### src/rtl/diag_scheduler_pkg.sv
// Shared types and sizing for the anti-diagonal alignment scheduler.
package design_variables;

  localparam int unsigned NUM_PU_MAIN_DIAGONAL = 16;
  localparam int unsigned NUM_DIAGONALS        = 2 * NUM_PU_MAIN_DIAGONAL - 1;
  localparam int unsigned NUM_DIAGONALS_W      = 5;

  localparam int unsigned PU_STEPS_DEFAULT     = 3;
  localparam int unsigned DRAIN_CYCLES_DEFAULT = 2;

  typedef enum logic [2:0] {
    IDLE,
    LOAD,
    COMPUTE,
    DRAIN,
    TRACE,
    FIN
  } sched_state_t;

endpackage

### src/rtl/diag_scheduler_if.sv
// Handshake and control bundle between the alignment controller and the PU array.
interface diag_scheduler_if;
  import design_variables::*;

  logic                            start;
  logic                            load_done;
  logic                            stall;
  logic                            tb_done;
  logic                            buf_load_en;
  logic [NUM_DIAGONALS_W-1:0]      diag_idx;
  logic [1:0]                      pe_phase;
  logic [NUM_PU_MAIN_DIAGONAL-1:0] pu_row_en;
  logic                            max_en;
  logic                            tb_start;
  logic                            busy;
  logic                            done;

  modport master (
    output start, load_done, stall, tb_done,
    input  buf_load_en, diag_idx, pe_phase, pu_row_en, max_en, tb_start, busy, done
  );

  modport slave (
    input  start, load_done, stall, tb_done,
    output buf_load_en, diag_idx, pe_phase, pu_row_en, max_en, tb_start, busy, done
  );

endinterface

### src/rtl/diag_scheduler_diag_mask_gen.sv
// Decodes the current anti-diagonal into the set of PU rows that hold a valid cell.
module diag_mask_gen
  import design_variables::*;
(
  input  logic [NUM_DIAGONALS_W-1:0]      diag_idx,
  input  logic                            en,
  output logic [NUM_PU_MAIN_DIAGONAL-1:0] pu_row_en
);

  always_comb begin
    pu_row_en = '0;
    if (en) begin
      for (int unsigned r = 0; r < NUM_PU_MAIN_DIAGONAL; r++) begin
        // Row r is live when its column (diag - r) lies inside the array.
        if ((32'(diag_idx) >= r) && ((32'(diag_idx) - r) <= (NUM_PU_MAIN_DIAGONAL - 1)))
          pu_row_en[r] = 1'b1;
      end
    end
  end

endmodule

### src/rtl/diag_scheduler.sv
// Alignment sequencer: load, sweep anti-diagonals, drain, launch traceback.
// Optional macro DIAG_SCHED_STALL_EN lets stall freeze the COMPUTE sweep.
module diag_scheduler
  import design_variables::*;
#(
  parameter int unsigned PU_STEPS     = PU_STEPS_DEFAULT,
  parameter int unsigned DRAIN_CYCLES = DRAIN_CYCLES_DEFAULT
) (
  input logic             clk,
  input logic             rst_n,
  diag_scheduler_if.slave sif
);

  localparam logic [NUM_DIAGONALS_W-1:0] LAST_DIAG  = NUM_DIAGONALS_W'(NUM_DIAGONALS - 1);
  localparam logic [1:0]                 LAST_PHASE = 2'(PU_STEPS - 1);
  localparam logic [7:0]                 LAST_DRAIN = 8'(DRAIN_CYCLES - 1);

  sched_state_t               state, state_nx;
  logic [NUM_DIAGONALS_W-1:0] diag_q;
  logic [1:0]                 phase_q;
  logic [7:0]                 drain_cnt;
  logic                       trace_seen;
  logic                       stalled;
  logic                       last_step;
  logic                       mask_en;

`ifdef DIAG_SCHED_STALL_EN
  assign stalled = (state == COMPUTE) && sif.stall;
`else
  logic unused_stall;
  assign unused_stall = sif.stall;
  assign stalled      = 1'b0;
`endif

  assign last_step = (diag_q == LAST_DIAG) && (phase_q == LAST_PHASE);

  always_ff @(posedge clk or negedge rst_n) begin
    if (!rst_n) state <= IDLE;
    else        state <= state_nx;
  end

  always_comb begin
    state_nx = state;
    unique case (state)
      IDLE:    if (sif.start)                state_nx = LOAD;
      LOAD:    if (sif.load_done)            state_nx = COMPUTE;
      COMPUTE: if (!stalled && last_step)    state_nx = DRAIN;
      DRAIN:   if (drain_cnt == LAST_DRAIN)  state_nx = TRACE;
      TRACE:   if (sif.tb_done)              state_nx = FIN;
      FIN:                                   state_nx = IDLE;
      default:                               state_nx = IDLE;
    endcase
  end

  // The final step holds 30/PU_STEPS-1 rather than stepping past the last diagonal.
  always_ff @(posedge clk or negedge rst_n) begin
    if (!rst_n) begin
      diag_q     <= '0;
      phase_q    <= '0;
      drain_cnt  <= '0;
      trace_seen <= 1'b0;
    end else begin
      if (state == LOAD && sif.load_done) begin
        diag_q  <= '0;
        phase_q <= '0;
      end else if (state == COMPUTE && !stalled && !last_step) begin
        if (phase_q == LAST_PHASE) begin
          phase_q <= '0;
          diag_q  <= diag_q + NUM_DIAGONALS_W'(1);
        end else begin
          phase_q <= phase_q + 2'd1;
        end
      end
      drain_cnt  <= (state == DRAIN) ? drain_cnt + 8'd1 : '0;
      trace_seen <= (state == TRACE);
    end
  end

  assign mask_en = (state == COMPUTE) && !stalled;

  diag_mask_gen u_mask (
    .diag_idx  (diag_q),
    .en        (mask_en),
    .pu_row_en (sif.pu_row_en)
  );

  always_comb begin
    sif.buf_load_en = (state == LOAD);
    sif.diag_idx    = diag_q;
    sif.pe_phase    = phase_q;
    sif.max_en      = mask_en && (phase_q == LAST_PHASE);
    sif.tb_start    = (state == TRACE) && !trace_seen;
    sif.busy        = (state != IDLE);
    sif.done        = (state == FIN);
  end

endmodule
### src/flat_wrapper.sv
// flat-port wrapper written by rule: the top's interface ports become plain ports
module diag_scheduler_flat import design_variables::*;
#(
  parameter int unsigned PU_STEPS     = PU_STEPS_DEFAULT,
  parameter int unsigned DRAIN_CYCLES = DRAIN_CYCLES_DEFAULT
)
  (clk, rst_n, sif_start, sif_load_done, sif_stall, sif_tb_done, sif_buf_load_en, sif_diag_idx, sif_pe_phase, sif_pu_row_en, sif_max_en, sif_tb_start, sif_busy, sif_done);
  diag_scheduler_if sif_i ();
  input logic clk;
  input logic rst_n;
  input wire logic [$bits(sif_i.start)-1:0] sif_start;
  input wire logic [$bits(sif_i.load_done)-1:0] sif_load_done;
  input wire logic [$bits(sif_i.stall)-1:0] sif_stall;
  input wire logic [$bits(sif_i.tb_done)-1:0] sif_tb_done;
  output wire logic [$bits(sif_i.buf_load_en)-1:0] sif_buf_load_en;
  output wire logic [$bits(sif_i.diag_idx)-1:0] sif_diag_idx;
  output wire logic [$bits(sif_i.pe_phase)-1:0] sif_pe_phase;
  output wire logic [$bits(sif_i.pu_row_en)-1:0] sif_pu_row_en;
  output wire logic [$bits(sif_i.max_en)-1:0] sif_max_en;
  output wire logic [$bits(sif_i.tb_start)-1:0] sif_tb_start;
  output wire logic [$bits(sif_i.busy)-1:0] sif_busy;
  output wire logic [$bits(sif_i.done)-1:0] sif_done;
  assign sif_i.start = sif_start;
  assign sif_i.load_done = sif_load_done;
  assign sif_i.stall = sif_stall;
  assign sif_i.tb_done = sif_tb_done;
  assign sif_buf_load_en = sif_i.buf_load_en;
  assign sif_diag_idx = sif_i.diag_idx;
  assign sif_pe_phase = sif_i.pe_phase;
  assign sif_pu_row_en = sif_i.pu_row_en;
  assign sif_max_en = sif_i.max_en;
  assign sif_tb_start = sif_i.tb_start;
  assign sif_busy = sif_i.busy;
  assign sif_done = sif_i.done;
  diag_scheduler #(.PU_STEPS(PU_STEPS), .DRAIN_CYCLES(DRAIN_CYCLES)) u_core (.clk(clk), .rst_n(rst_n), .sif(sif_i));
endmodule
### config.mk
export PLATFORM = sky130hd
export DESIGN_NAME = diag_scheduler_flat
export DESIGN_NICKNAME = d
export VERILOG_FILES = /design/src/rtl/diag_scheduler_pkg.sv /design/src/rtl/diag_scheduler_if.sv /design/src/rtl/diag_scheduler_diag_mask_gen.sv /design/src/rtl/diag_scheduler.sv /design/src/flat_wrapper.sv
export SDC_FILE = /design/constraint.sdc
export NUM_CORES = 1
export LEC_CHECK = 0
export BUFFER_PORTS_ARGS = -buffer_cell sky130_fd_sc_hd__buf_2
export CAP_MARGIN = 25
export CORE_MARGIN = 3
export CORE_UTILIZATION = 55
export CTS_CLUSTER_SIZE = 24
export DETAILED_ROUTE_END_ITERATION = 7
export MAX_ROUTING_LAYER = met4
export PLACE_DENSITY_LB_ADDON = 0.05
export SYNTH_ARGS = -nofsm -noshare
export SYNTH_HDL_FRONTEND = slang
export SYNTH_HIERARCHICAL = 1
export SYNTH_SLANG_ARGS = --single-unit
### constraint.sdc
create_clock -name clk -period 2.3 [get_ports clk]
set_input_delay 0.345 -clock clk [delete_from_list [all_inputs] [get_ports clk]]
set_output_delay 0.345 -clock clk [all_outputs]
set_load 0.02 [all_outputs]
==> results <==
- The global-route wire length before repair is approximately 6.8 mm.
- The total negative setup slack is -47.38 ps.
- The final hold violation count is 0.
- The power per cell area is slightly above 700 mW/mm^2.
- The most common cell in the synthesized netlist is sky130_fd_sc_hd__nand2_1.
- The via count is between 1500 and 2000.
- Global routing consumed, on the met1 layer, 28.72% of the routing resources.
- The antenna diode count is 0.
- The share of final-layout standard cells stronger than drive strength 1 is approximately a third.
- The measured slew at the worst slew-check pin is around 430 ps.
- The total iterations of the first detailed-routing run is 4.
- The largest buffer count on any clock path is 2.
- The count of input and output buffers is 32.
- In this run the worst path has a maximum fanout of 7.
- The routed design could run at a clock period as short as between 2000 and 2500 ps.
- For this run, asynchronously set or reset flops after synthesis account for between 90% and 100%.
- The number of max-cap violations is 0.
- The cell at the slowest stage of the critical path is sky130_fd_sc_hd__dfrtp_2.
- The pin count of the biggest net entering global routing is 25.
- The number of cells traversed by the worst hold path is 2.
- The maximum vdd drop is 0.6846 mV.
- The total wire length after detailed routing is ~4.3 mm.
- For this run, global-route usage on met3 was measured as under 10%.
- In this run the power spent charging and discharging nets is about 0.70 mW.
- The die is ~62 um wide.
- The worst register-to-register path begins at u_core/sif.diag_idx[0].
- The initial antenna violation count is 0.
- The final reports fail on negative setup slack.
- The setup clock skew after layout is between 6 and 7 ps.
- The worst register-to-register path has a setup slack of 750 ps.
- The design draws roughly 1.5 mW.
- The post-CTS clock slew at the launch and capture registers of the worst setup and hold paths is 100 ps.
- For the worst flop-to-flop path, the logic depth is 5.
- After layout, the worst setup slack is -32.01 ps.
- Global routing finished with a remaining overflow of 0.
- The total nets after synthesis is around 230.
- The total internal power is 0.8054 mW.
- The startpoint of the lowest-slack hold path is sif_load_done.
- The number of placed instances, taps included is approximately 270.
- The synthesis-to-finish area growth is 22.85%.
- The commonest cells after synthesis are sky130_fd_sc_hd__nand2_1, sky130_fd_sc_hd__dfrtp_1, sky130_fd_sc_hd__o21ai_0.
- Of all cell types, the one taking the most synthesized area is sky130_fd_sc_hd__dfrtp_1.
- The number of vias per cell is 6.125.
- Setup violations remaining at the end of the flow were counted as 3.
- The full die area is about 0.0038 mm^2.
- The clock net in this run drives a total of 19 sinks.
- Row generation in the floorplan step produced 19 rows.
- Measured along the y axis, the die boundary spans 61.65 um.
- Global routing used 42.15% of the available met2 tracks.
- The run finished, with violations left.
- The buffers plus inverters on the worst setup path is 3.
- The netlist area before placement is 0.001703 mm^2.
- In this run switching power makes up a little under half of total power.
- STA classifies the critical path endpoint as an output port.
- STA classifies the critical path startpoint as a flop.
- The DRC violation count after routing is 0.
- After the flow finishes, the layout carries non-filler instances totaling 281.
- The number of placed I/O pins is 34.
- Timing would allow up to roughly 430 MHz.
- The via count of the first global-routing pass is roughly 1500.
- The placeable core region is approximately 0.0029 mm^2.
- The relative contribution of combinational cells to total power is 50.8%.
- The leakage dissipation is roughly 1.1 nW.
- The layout net count is 268.
- The busiest layer in global routing is met2.
- The CTS tree is built.
- At the end of routability-driven placement, the weighted congestion stood at 0.9210.
- The capture point of the worst reg-to-reg path is u_core/state[0].
- The detailed router finished its first iteration with 131 violations.
- Setup repair after global routing could not meet its margin everywhere.
- The cell family contributing the most delay on the critical path is flip-flops.
- The netlist uses between 40 and 50 different library cells.
- The worst slew slack as a fraction of its limit is a little under three quarters.
- The clock insertion delay at the later pin of the skew report is around 290 ps.
- The class of the most critical hold timing path is in2reg.
- The per-instance average area after synthesis is between 8 and 9 um^2.
- The critical path goes through buf_6 > buf_6 > nor2_4 > mux2_4 > o22ai_2 > and3_1 > buf_6.
- After synthesis, the cell types taking the most area are sky130_fd_sc_hd__dfrtp_1, sky130_fd_sc_hd__ha_1, sky130_fd_sc_hd__o21ai_0, sky130_fd_sc_hd__nand2_1, sky130_fd_sc_hd__a21oi_1.
- The worst setup path category is reg2out.
- The most frequent cell on the critical path is sky130_fd_sc_hd__buf_6.
- The max-slew violation count is 0.
- The critical path required time is around 2000 ps.
- After synthesis, flip-flops and latches occupy approximately 28% of the total area.
- The routed wire length per instance is around 15 um.
- The post-detailed-placement half-perimeter wirelength is 2.967 mm.
- Synthesis produced a netlist whose cell count is 208.
- In the global route stage, overall resource usage came out at about a quarter.
- The final critical-path share of the clock period is 101.4%.
- The root buffer cell chosen for the clock tree is sky130_fd_sc_hd__clkbuf_4.
- Data on the critical path arrives at its endpoint at 1990 ps.
- The H-tree depth reported by CTS is 1.
- Counting flops with a built-in enable in the synthesized netlist gives 0.
- The count of warnings emitted by yosys is 6.
- The final antenna-violating net count is 0.
- The starting density of the core is 59.69%.
- Clock tree synthesis inserted a total of 3 buffers.
- The clock share of power is roughly 11%.
- After synthesis the netlist holds a flip-flop and latch count of 19.
- For this run, the leading register cell type out of synthesis is sky130_fd_sc_hd__dfrtp_1.
- The destination of the worst hold path is u_core/sif.pe_phase[0].
- The largest single stage delay on the critical path is roughly 470 ps.
- The part of the total power dissipated in sequential elements is between 30% and 40%.
- The top-area cell type share of the netlist area is 27.92%.
-- worst max path at each step --
stage	startpoint	end	slack, ps	cells after the start
6_report	u_core/sif.diag_idx[3]	sif_pu_row_en[3]	-30	7
5_1_grt	u_core/sif.diag_idx[3]	sif_pu_row_en[3]	-80	7
4_1_cts	u_core/sif.diag_idx[3]	sif_pu_row_en[1]	7	7
3_5_place_dp	u_core/sif.diag_idx[3]	sif_pu_row_en[14]	220	7
3_3_place_gp	u_core/sif.diag_idx[3]	sif_pu_row_en[14]	270	7
2_1_floorplan	u_core/sif.diag_idx[3]	sif_pu_row_en[15]	60	8
-- cell families after synthesis --
group           share of synthesized area [%]
xor+xnor                                2.572
flops                                   27.92
buf+inv                                 5.070
fa+ha+maj                               8.082
mux                                     5.511
simple gates                            31.23
compound gates                          19.62
-- state kept, by name (all words and copies together) (netlist names) --
register,cells
u_core/drain_cnt,8
u_core/sif.diag_idx,5
u_core/sif.pe_phase,2
u_core/state,3
u_core/trace_seen,1
-- metal layers --
layer,share of wire [%],vias up
met1,42,837
met4,1.1,0
met5,0,-
li1,-,837
met2,53,43
met3,3.4,4
-- power groups by stage --
stage / registers [mW] / clock network [mW] / logic [mW]
floorplan: 0.526 / 0 / 0.571
global placement: 0.559 / 0 / 0.713
detailed placement: 0.574 / 0 / 0.729
CTS: 0.568 / 0.172 / 0.735
global route: 0.602 / 0.181 / 0.842
finish: 0.575 / 0.165 / 0.764
-- layout by cell type (no fill, tap or decap), drive strengths merged, types with 6 or more instances in the layout --
master   n
and3     6
buf     48
nor2    14
nand3    8
a21oi   16
nand2   23
mux2i    6
ha      11
o21ai   18
dfrtp   19
nand4    6
inv      8
-- area by class of cell --
cell class / count / area [um^2]
clock buffers: 3 / 22.52
inverters: 8 / 30.03
repair buffers: 49 / 316.6
fillers: 249 / 760.7
well taps: 31 / 38.79
clock inverters: 1 / 5.005
flip-flops and latches: 19 / 480.5
multi-input cells: 170 / 1199
-- repair_timing --
action,in CTS,in global routing
hold buffers,1,0
hold endpoints to repair,19,0
setup buffers,0,7
setup endpoints to repair,7,8
resized for setup,5,23
pin swaps,0,6
-- per-stage QoR --
stage / cell area [um^2] / hold slack, ps / util, % / setup WS, ps
after CTS: 1961 / 250.6 / 68.73 / 6.757
final: 2092 / 261.7 / 73.33 / -32.01
after detailed placement: 1913 / 304.9 / 67.06 / 217.0
after global placement: 1913 / 294.1 / 67.06 / 268.8
after global routing: 2092 / 261.6 / 73.33 / -81.97
after floorplan: 1703 / 49.41 / - / 56.99
No activity file was read; power rests on OpenSTA's default activity.
